`config.mk`:
```
export PLATFORM = sky130hd
export DESIGN_NAME = uart_tx_arb
export DESIGN_NICKNAME = d
export VERILOG_FILES = /design/src/rtl/uart_pkg.sv /design/src/rtl/uart_rr_pick.sv /design/src/rtl/uart_tx_arb.sv
export SDC_FILE = /design/constraint.sdc
export NUM_CORES = 1
export LEC_CHECK = 0
export BUFFER_PORTS_ARGS = -buffer_cell sky130_fd_sc_hd__buf_2
export CAP_MARGIN = 20
export CORE_MARGIN = 4
export CORE_UTILIZATION = 46
export DETAILED_ROUTE_END_ITERATION = 8
export GPL_ROUTABILITY_DRIVEN = 0
export GPL_TIMING_DRIVEN = 0
export PLACE_DENSITY = 0.83
export SLEW_MARGIN = 20
export SYNTH_ARGS = -nofsm -noshare
export SYNTH_HDL_FRONTEND = slang
export SYNTH_HIERARCHICAL = 1
export SYNTH_SLANG_ARGS = --single-unit
```
`constraint.sdc`:
```
create_clock -name Clk -period 2.15 [get_ports Clk]
set_clock_uncertainty 0.05 [all_clocks]
set_input_delay 0.215 -clock Clk [delete_from_list [all_inputs] [get_ports Clk]]
set_output_delay 0.215 -clock Clk [all_outputs]
set_load 0.05 [all_outputs]
```
`src/rtl/uart_pkg.sv`:
```
// Shared types and constants for the UART transmit arbiter.
//   state_e      : arbiter FSM encodings
//   pMode_*      : line-control mode selects
//   idx_w()      : index width for an N-entry requester set
package uart_pkg;

  localparam int unsigned DATA_W = 8;
  localparam int unsigned TMO_W  = 8;

  typedef enum logic [1:0] {
    sIdle    = 2'd0,
    sLock    = 2'd1,
    sRelease = 2'd2
  } state_e;

  localparam logic [1:0] pMode_NoHS   = 2'd0;
  localparam logic [1:0] pMode_RTSCTS = 2'd1;
  localparam logic [1:0] pMode_RS485  = 2'd2;

  // Width of an index into n requesters (never below one bit)
  function automatic int unsigned idx_w(input int unsigned n);
    return (n > 1) ? $clog2(n) : 1;
  endfunction

endpackage

```
`src/rtl/uart_rr_pick.sv`:
```
// Combinational round-robin select: first set bit of req at or above ptr,
// wrapping from NREQ-1 back to 0.
//   req       : request vector
//   ptr       : highest-priority index this round
//   gnt_oh_c  : one-hot winner (0 when req is 0)
//   gnt_idx_c : winner index (0 when req is 0)
module uart_rr_pick
  import uart_pkg::*;
#(
  parameter int unsigned NREQ = 4,
  parameter int unsigned IW   = idx_w(NREQ)
) (
  input  logic [NREQ-1:0] req,
  input  logic [IW-1:0]   ptr,
  output logic [NREQ-1:0] gnt_oh_c,
  output logic [IW-1:0]   gnt_idx_c
);

  // One spare bit so ptr + k never overflows before the wrap subtract
  localparam int unsigned SW = IW + 1;

  logic          found;
  logic [SW-1:0] slot;

  // Scan NREQ slots starting at ptr; the first hit wins
  always_comb begin
    gnt_oh_c  = '0;
    gnt_idx_c = '0;
    found     = 1'b0;
    slot      = '0;
    for (int unsigned k = 0; k < NREQ; k++) begin
      slot = {1'b0, ptr} + SW'(k);
      if (slot >= SW'(NREQ)) begin
        slot = slot - SW'(NREQ);
      end
      if (!found && req[slot[IW-1:0]]) begin
        found                  = 1'b1;
        gnt_oh_c[slot[IW-1:0]] = 1'b1;
        gnt_idx_c              = slot[IW-1:0];
      end
    end
  end

endmodule

```
`src/rtl/uart_tx_arb.sv`:
```
// Shares one UART transmit state machine among NREQ byte-stream requesters.
// Round-robin arbitration with packet lock; the owner keeps the transmitter
// until it flags Last or leaves Req low for TMO consecutive cycles.
//   Clk, Rst_N         : clock, async active-low reset
//   Req/Last/Data      : per-requester byte valid, end-of-packet, byte lanes
//   Ack                : one-cycle accept pulse to the owner
//   Grant              : one-hot owner, 0 when unlocked
//   THR/TF_EF/TF_RE    : single-byte holding register toward the transmit SM
//   TxIdle/TxStart/TxStop : transmit SM state decodes
//   Mode, RTSo, DE     : line-control select and registered RTS/DE outputs
module uart_tx_arb
  import uart_pkg::*;
#(
  parameter int unsigned NREQ = 4,
  parameter int unsigned TMO  = 255
) (
  input  logic                   Clk,
  input  logic                   Rst_N,
  input  logic [NREQ-1:0]        Req,
  input  logic [NREQ-1:0]        Last,
  input  logic [DATA_W*NREQ-1:0] Data,
  output logic [NREQ-1:0]        Ack,
  output logic [NREQ-1:0]        Grant,
  output logic [DATA_W-1:0]      THR,
  output logic                   TF_EF,
  input  logic                   TF_RE,
  input  logic                   TxIdle,
  input  logic                   TxStart,
  input  logic                   TxStop,
  input  logic [1:0]             Mode,
  output logic                   RTSo,
  output logic                   DE
);

  localparam int unsigned      IW       = idx_w(NREQ);
  localparam logic [TMO_W-1:0] TMO_LAST = TMO_W'(TMO - 1);

  state_e            state_q, state_d;
  logic [IW-1:0]     ptr_q, ptr_d;
  logic [IW-1:0]     owner_q, owner_d;
  logic [NREQ-1:0]   grant_q, grant_d;
  logic [NREQ-1:0]   ack_q, ack_d;
  logic [DATA_W-1:0] thr_q, thr_d;
  logic              empty_q, empty_d;
  logic [TMO_W-1:0]  tmo_q, tmo_d;
  logic              rts_q, rts_d;
  logic              de_q, de_d;

  logic [NREQ-1:0]   pick_oh_c;
  logic [IW-1:0]     pick_idx_c;
  logic              load_ok_c;
  logic              line_busy_c;
  logic              tx_phase_unused;
  logic [DATA_W-1:0] data_arr [NREQ];

  for (genvar i = 0; i < NREQ; i++) begin : g_lane
    assign data_arr[i] = Data[DATA_W*i +: DATA_W];
  end

  uart_rr_pick #(
    .NREQ (NREQ),
    .IW   (IW)
  ) u_pick (
    .req       (Req),
    .ptr       (ptr_q),
    .gnt_oh_c  (pick_oh_c),
    .gnt_idx_c (pick_idx_c)
  );

  // A read in the same cycle frees the register, so a load may overlap it
  assign load_ok_c   = empty_q | TF_RE;
  // Start and stop phases are already non-idle; ~TxIdle covers the whole frame
  assign line_busy_c     = ~TxIdle;
  assign tx_phase_unused = TxStart | TxStop;

  // Next-state, holding register, timeout and line control
  always_comb begin
    state_d = state_q;
    ptr_d   = ptr_q;
    owner_d = owner_q;
    grant_d = grant_q;
    ack_d   = '0;
    thr_d   = thr_q;
    empty_d = empty_q;
    tmo_d   = tmo_q;
    rts_d   = 1'b0;
    de_d    = 1'b0;

    if (TF_RE) begin
      empty_d = 1'b1;
    end

    case (state_q)
      sIdle: begin
        if (|Req) begin
          owner_d = pick_idx_c;
          grant_d = pick_oh_c;
          tmo_d   = '0;
          state_d = sLock;
        end
      end
      sLock: begin
        if (Req[owner_q]) begin
          tmo_d = '0;
          if (load_ok_c) begin
            thr_d   = data_arr[owner_q];
            empty_d = 1'b0;
            ack_d   = grant_q;
            if (Last[owner_q]) begin
              state_d = sRelease;
            end
          end
        end else begin
          tmo_d = tmo_q + TMO_W'(1);
          if (tmo_q == TMO_LAST) begin
            state_d = sRelease;
          end
        end
      end
      sRelease: begin
        grant_d = '0;
        ptr_d   = (owner_q == IW'(NREQ - 1)) ? '0 : owner_q + IW'(1);
        state_d = sIdle;
      end
      default: begin
        state_d = sIdle;
      end
    endcase

    case (Mode)
      pMode_NoHS: begin
        rts_d = 1'b0;
        de_d  = 1'b0;
      end
      pMode_RTSCTS: rts_d = line_busy_c;
      pMode_RS485:  de_d  = line_busy_c;
      default: begin
        rts_d = 1'b0;
        de_d  = 1'b0;
      end
    endcase
  end

  // State and output registers
  always_ff @(posedge Clk or negedge Rst_N) begin
    if (!Rst_N) begin
      state_q <= sIdle;
      ptr_q   <= '0;
      owner_q <= '0;
      grant_q <= '0;
      ack_q   <= '0;
      thr_q   <= '0;
      empty_q <= 1'b1;
      tmo_q   <= '0;
      rts_q   <= 1'b0;
      de_q    <= 1'b0;
    end else begin
      state_q <= state_d;
      ptr_q   <= ptr_d;
      owner_q <= owner_d;
      grant_q <= grant_d;
      ack_q   <= ack_d;
      thr_q   <= thr_d;
      empty_q <= empty_d;
      tmo_q   <= tmo_d;
      rts_q   <= rts_d;
      de_q    <= de_d;
    end
  end

  assign Ack   = ack_q;
  assign Grant = grant_q;
  assign THR   = thr_q;
  assign TF_EF = empty_q;
  assign RTSo  = rts_q;
  assign DE    = de_q;

endmodule

```
* Yosys cells after proc, flatten, opt, wreduce, memory -nomap -nowiden
Cells that the tools add are included.
** Operators by class
- Bitwise operators :: 6
- Equal/unequal tests :: 10
- Mux-type cells :: 59
- Reductions and logical operators :: 19
- Add/subtract/negate cells :: 9
- Magnitude comparators :: 14
** Operator list (number)
- two-way mux 4 bit :: 8
- two-way mux 8 bit :: 4
- two-way mux 2 bit :: 14
- two-way mux 1 bit :: 19
- binary-select mux 8 bit (select 2 bit) :: 1
- one-hot mux 8 bit (2 select lines) :: 1
- < comparator 2 x 3 -> 1 bit (second input constant) :: 5
- binary-select mux 1 bit (select 2 bit) :: 6
- greater-or-equal comparator 3 bit (second input constant) :: 4
- OR 4 bit :: 3
- != test 3 bit (second input constant) :: 3
- adder 8 x 1 -> 8 bit (second input constant) :: 1
- demux 1 bit (select 2 bit) :: 4
- equality test 8 bit (second input constant) :: 1
- greater-or-equal comparator 2 x 1 -> 1 bit (second input constant) :: 4
- one-hot mux 4 bit (2 select lines) :: 1
- subtractor 2 x 1 -> 2 bit (second input constant) :: 4
- logical AND 1 bit :: 7
- adder 2 x 2 -> 3 bit (second input constant) :: 2
- equality test 2 bit (second input constant) :: 3
- AND reduction 2 bit :: 3
- equality test 2 x 1 -> 1 bit (second input constant) :: 2
- one-hot mux 2 bit (2 select lines) :: 1
- AND reduction 4 bit :: 1
- 12 further kinds :: 15
** Storage, ports and cells
- Input port bits :: 48
- Logic and storage cells :: 127
- Bits in registers :: 33
- Output and inout bits :: 19

* Logic depth before layout (Yosys ltp)
- Depth after elaboration :: 16
- Mapped depth :: 9
- Mapped depth without buffers :: 8

* Cells and area by module
The synthesis kept the hierarchy.
** Modules (own cells, without submodules)
- uart_tx_arb :: area each 1666.6 um2, seq. area each 827.0 um2, cells an instance 142, instances 1
- uart_rr_pick :: area each 439.2 um2, seq. area each 0.0 um2, cells an instance 48, instances 1

* Worst setup path after synthesis
Ideal clock, no wire load.
- Path kind :: register to register
- Start :: register ptr_q[0]
- End :: register grant_q[0] (netlist: Grant[0])
- Cell stages (with the launch flop) :: 9
- Data arrival time :: 1.913 ns
- Setup time :: 0.118 ns
- Required time :: 1.982 ns
- Clock period less this slack :: 2.081 ns
- Path slack :: 0.069 ns
- Buffers on the path :: 1
- Cell sequence :: dfrtp_1 > buf_6 > inv_1 > ha_1 > mux4_2 > a221oi_1 > o2bb2ai_1 > nand2_1 > nand2_1
** Between the ends
- Longest elaborated chain between the ends :: 16
- Elaborated cells between the ends (all ways) :: 61
- Those cells by class :: add/sub: 7; order compare: 12; mux: 29; bitwise: 3; reduce/logical: 10
** RTL lines
- start, declared :: RTL line uart_tx_arb.sv:39 : logic [IW-1:0] ptr_q, ptr_d;
- start signal, assigned :: RTL line uart_tx_arb.sv:159 : ptr_q <= ptr_d;
- parallel branches: the longest is 13 deep, another holds adder 2 x 1 -> 3 bit
- two-way mux 4 bit * :: RTL line uart_rr_pick.sv:36 : if (!found && req[slot[IW-1:0]]) begin
- net pick_oh_c[0] :: RTL line uart_tx_arb.sv:49 : logic [NREQ-1:0] pick_oh_c;
- two-way mux 4 bit * :: RTL line uart_tx_arb.sv:95 : if (|Req) begin
- one-hot mux 4 bit (2 select lines) * :: RTL line uart_tx_arb.sv:93 : case (state_q)
- end signal, assigned :: RTL line uart_tx_arb.sv:161 : grant_q <= grant_d;
- end, declared :: RTL line uart_tx_arb.sv:41 : logic [NREQ-1:0] grant_q, grant_d;
Mark *: on every way through the listed nets, which the timed path passes. The select of a mux whose other input is x is not followed.
A chain may end at the register's enable or synchronous reset.

* Final worst setup path
- Start :: register ptr_q[0]
- End :: register owner_q[1]
** Between the ends
- Longest elaborated chain between the ends :: 14
- Elaborated cells between the ends (all ways) :: 36
- Those cells by class :: add/sub: 7; order compare: 4; mux: 19; reduce/logical: 6
** RTL lines
- parallel branches: the longest is 13 deep, another holds adder 2 x 1 -> 3 bit
- two-way mux 2 bit * :: RTL line uart_rr_pick.sv:36
- net pick_idx_c[1] :: RTL line uart_tx_arb.sv:50 : logic [IW-1:0] pick_idx_c;
- end signal, assigned :: RTL line uart_tx_arb.sv:160 : owner_q <= owner_d;
- end, declared :: RTL line uart_tx_arb.sv:40 : logic [IW-1:0] owner_q, owner_d;
Marks and branches as above.

==> results summary <==
The final number of hold-violating endpoints came out at 0. The worst hold path terminates at RTSo$_DFF_PN0_. Tracing the worst setup path back leads to its startpoint at ptr_q[0]$_DFFE_PN0P_. The routed metal-1 wire length came out at 2.06 mm.

The region available for standard cell placement spans 0.00438 mm². The clock slew at the register clock pins of the worst setup and hold paths came out at 0.07 ns. Counting both buffers and inverters, the worst setup path holds a total of 2. The die outline height is 75.7 µm. The overall overflow remaining after global route came out at 0. The sequential area share after synthesis came out at 39.3%.

The synthesized cell area came out at 0.00211 mm². In the final routed layout, each cell accounts on average for ~16 µm. The synthesized area per cell came out at about 11 µm². The synthesized design devotes to its leading area cell type 38.0% of total area. Setup violations remaining at the end of the flow were counted as 0. The period utilization is approximately 100%. The worst setup path is launched from a register. The global router's overall resource usage is 18.3%. The number of vias per cell after detailed routing is 5.68.

Across the VDD grid, the largest voltage drop is around 0.95 mV. The tree is rooted in a clkbuf_8. Summed over all instances, the cell type with the most area after synthesis is dfrtp_1. The number of remaining DRC errors is 0. The net count after synthesis came out at between 200 and 250. The ratio of cells with drive above 1 in the final layout is between 40% and 50%. The reg-to-reg setup timing slack came out at 0.05 ns. The via count of the first global-routing pass is ~1800. The starting utilization of the core area came out at around half. The count of mapped cells out of synthesis is 190. TritonCTS built the clock tree.

The maximum clock frequency is 477 MHz. Of all nets on the critical path, the largest fanout is 8. The maximum number of pins on one net before global-route repair came out at 34.

The source of the worst hold timing path is Mode[1]. The number of synthesized register bits came out at 33. Signal routing reaches up to met4. The async set-reset flop share out of synthesis is 100%. The die width came out at roughly 76 µm.

The length of routed met2 wiring came out at between 2 and 3 mm. The number of synthesized flops with an enable pin is 0. In this run, the number of DRC markers left after iteration 0 of detailed routing was roughly 130.

The post-detailed-routing wire length came out at approximately 5.1 mm. The number of cells on the worst reg-to-reg path is 9. The final setup TNS came out at 0 ns.

The data arrival at the endpoint of the critical path came out at between 2 and 2.5 ns. Once layout is complete, the cells apart from fillers number 325. The critical path required time came out at about 2.3 ns.

The total instance count after detailed placement is 306. Summed over all nets, the half-perimeter wirelength after detailed placement is roughly 3.7 mm. Setup repair after global routing could not meet its margin everywhere.

Counting instances in the post-synthesis netlist gives the leading cell types as 32 x dfrtp_1, 27 x nand2_1, 14 x mux4_2. The deepest level of the CTS H-tree came out at 2. The first-pass GRT wire length came out at ~7.9 mm. The largest single stage delay on the critical path is approximately 0.46 ns. Yosys attributes the largest share of cell area to dfrtp_1 38%, mux4_2 15%, nand2_1 4.8%. The most instantiated library cell after synthesis is dfrtp_1.

The slowest stage of the critical path is the dfrtp_2 cell. On the critical path the largest part of the delay comes from flip-flops. The count of input and output buffers came out at 64. The number of warnings printed during yosys synthesis came out at 6. The number of cells on the worst hold path came out at 2. The number of detailed-routing iterations run before antenna repair is 4. The floorplan step defined a die boundary enclosing 0.00572 mm².

The initial antenna violation count is 0. The predominant post-synthesis flop cell is dfrtp_1. Traced cell by cell, the critical path runs through inv_4 -> ha_4 -> mux4_2 -> nor2b_4 -> buf_6 -> a221oi_2 -> o2bb2ai_1 -> nand2_1 -> nand2_1. The shortest period the worst path allows is ~2.1 ns. For this design the ratio of total power to cell area is about 1500 mW/mm².

The final antenna-violating net count came out at 0. The floorplan has 24 rows. 0 antenna diodes ended up in the layout. The number of sinks driven by the clock tree is 33. Summed over all cells, the static leakage comes to ~1.3 nW.

The area growth from synthesis to layout is 27.7%. The launch instance of the worst register-to-register path is ptr_q[0]$_DFFE_PN0P_. The cell seen most often among critical-path stages is nand2_1. The max-slew violation count came out at 0. The synthesized netlist contains 45 unique library cells. The met3 wire length came out at 329 µm.

The flow ran to the end, and the final reports show no timing, DRC or antenna violations. The latest clock arrival within the worst-skew pair came out at approximately 0.28 ns. For this run, the post-layout net count is between 300 and 400.

Measured against its own limit, the worst slew margin works out to 47.5%. The destination of the worst register-to-register timing path is owner_q[1]$_DFFE_PN0P_. The number of CTS-inserted buffers is 5.

At the pin with the least slew margin, the transition time is 0.780 ns. The worst-case clock buffer depth is 2. The worst setup path category is reg2reg. The number of I/O pins is 67. The path class of the tightest hold or removal check is in2reg.

The count of vias placed by the detailed router is about 1800. Max-cap violations in this run came to 0. STA classifies the critical path endpoint as a register.
==> per-layer routing <==
| layer | up-vias | track usage (%) |
|---|---|---|
| met2 | 69 | 30.4 |
| met5 | - | 0 |
| li1 | 864 | - |
| met4 | 0 | 6.60 |
| met1 | 907 | 22.7 |
| met3 | 7 | 5.28 |
==> worst max-delay path by stage <==
| stage | end | slack (ns) | cells past startpoint |
|---|---|---|---|
| finish | owner_q[1]$_DFFE_PN0P_ | 0.05 | 9 |
| global route | owner_q[1]$_DFFE_PN0P_ | -0.03 | 9 |
| CTS | Grant[1]$_DFFE_PN0P_ | 0.02 | 8 |
| detailed placement | Grant[1]$_DFFE_PN0P_ | -0.32 | 8 |
| global placement | Grant[3]$_DFFE_PN0P_ | -0.24 | 8 |
| floorplan | Grant[0]$_DFFE_PN0P_ | 0.07 | 8 |
==> worst register-to-register path, delay by kind of cell (launching register included) <==
family	cells	cell delay (ns)
fa+ha+maj	1	0.29
mux	1	0.43
buf+inv	2	0.21
simple gates	3	0.40
compound gates	2	0.22
flops	1	0.46
==> cell families after synthesis <==
group | Yosys count | share of synthesized area (%)
xor+xnor | 2 | 0.832
simple gates | 70 | 17.4
mux | 26 | 22.2
compound gates | 33 | 11.6
fa+ha+maj | 8 | 4.75
flops | 33 | 39.3
buf+inv | 18 | 4.04
==> state kept, by name (all words and copies together) (netlist names) <==
name and count:
state_q 2, RTSo 1, THR 8, DE 1
owner_q 2, TF_EF 1, Grant 4, ptr_q 2
Ack 4, tmo_q 8
==> metrics by stage <==
step	area, µm²	total power, mW	hold slack (ns)	util, %	setup WS [ns]
after floorplan	2110	2.87	-0.131	-	0.0690
after global placement	2490	3.29	0.259	56.8	-0.242
after detailed placement	2490	3.37	0.266	56.8	-0.322
after CTS	2640	3.95	0.0383	60.1	0.0177
after global routing	2690	4.37	0.0264	61.4	-0.0273
final	2690	4.11	0.0425	61.4	0.0519
==> layout make-up <==
| type | count | area [µm²] |
|---|---|---|
| clock inverter | 2 | 10.0 |
| sequential | 33 | 830 |
| multi-input combinational | 139 | 1210 |
| buffer | 5 | 28.8 |
| inverter | 12 | 47.5 |
| tap | 52 | 65.1 |
| fill | 366 | 1690 |
| clock buffer | 6 | 72.6 |
| timing repair buffer | 76 | 424 |
==> placed cells by master (no fill, tap or decap), types with 3 or more instances in the layout <==
master | Yosys | routed
o21ai_0 | 6 | 6
clkbuf_1 | 2 | 3
buf_4 | 0 | 9
buf_2 | 2 | 66
clkbuf_8 | 0 | 5
nand2_1 | 27 | 27
o2bb2ai_1 | 5 | 5
nand3_1 | 10 | 10
nor3_1 | 3 | 3
ha_1 | 8 | 7
mux2_2 | 3 | 3
mux2_4 | 5 | 5
dfrtp_1 | 32 | 30
a21oi_1 | 4 | 4
mux4_2 | 14 | 14
nor2_1 | 11 | 11
nor2b_1 | 4 | 4
inv_1 | 12 | 10
a221oi_1 | 4 | 3
==> where the power goes <==
group	internal [mW]	total, mW	leakage, nW	switching [mW]
combinational	1.12	2.64	0.823	1.51
clock	0.224	0.450	0.0450	0.226
sequential	0.843	1.03	0.421	0.184
total	2.19	4.11	1.29	1.92
==> timing repair <==
action / CTS / global route
pin swaps: 0 / 4
setup endpoints to repair: 6 / 6
resized for setup: 6 / 5
hold endpoints to repair: 32 / 0
hold buffers: 1 / 0
setup buffers: 4 / 7
(Power assumes the default switching activity.)
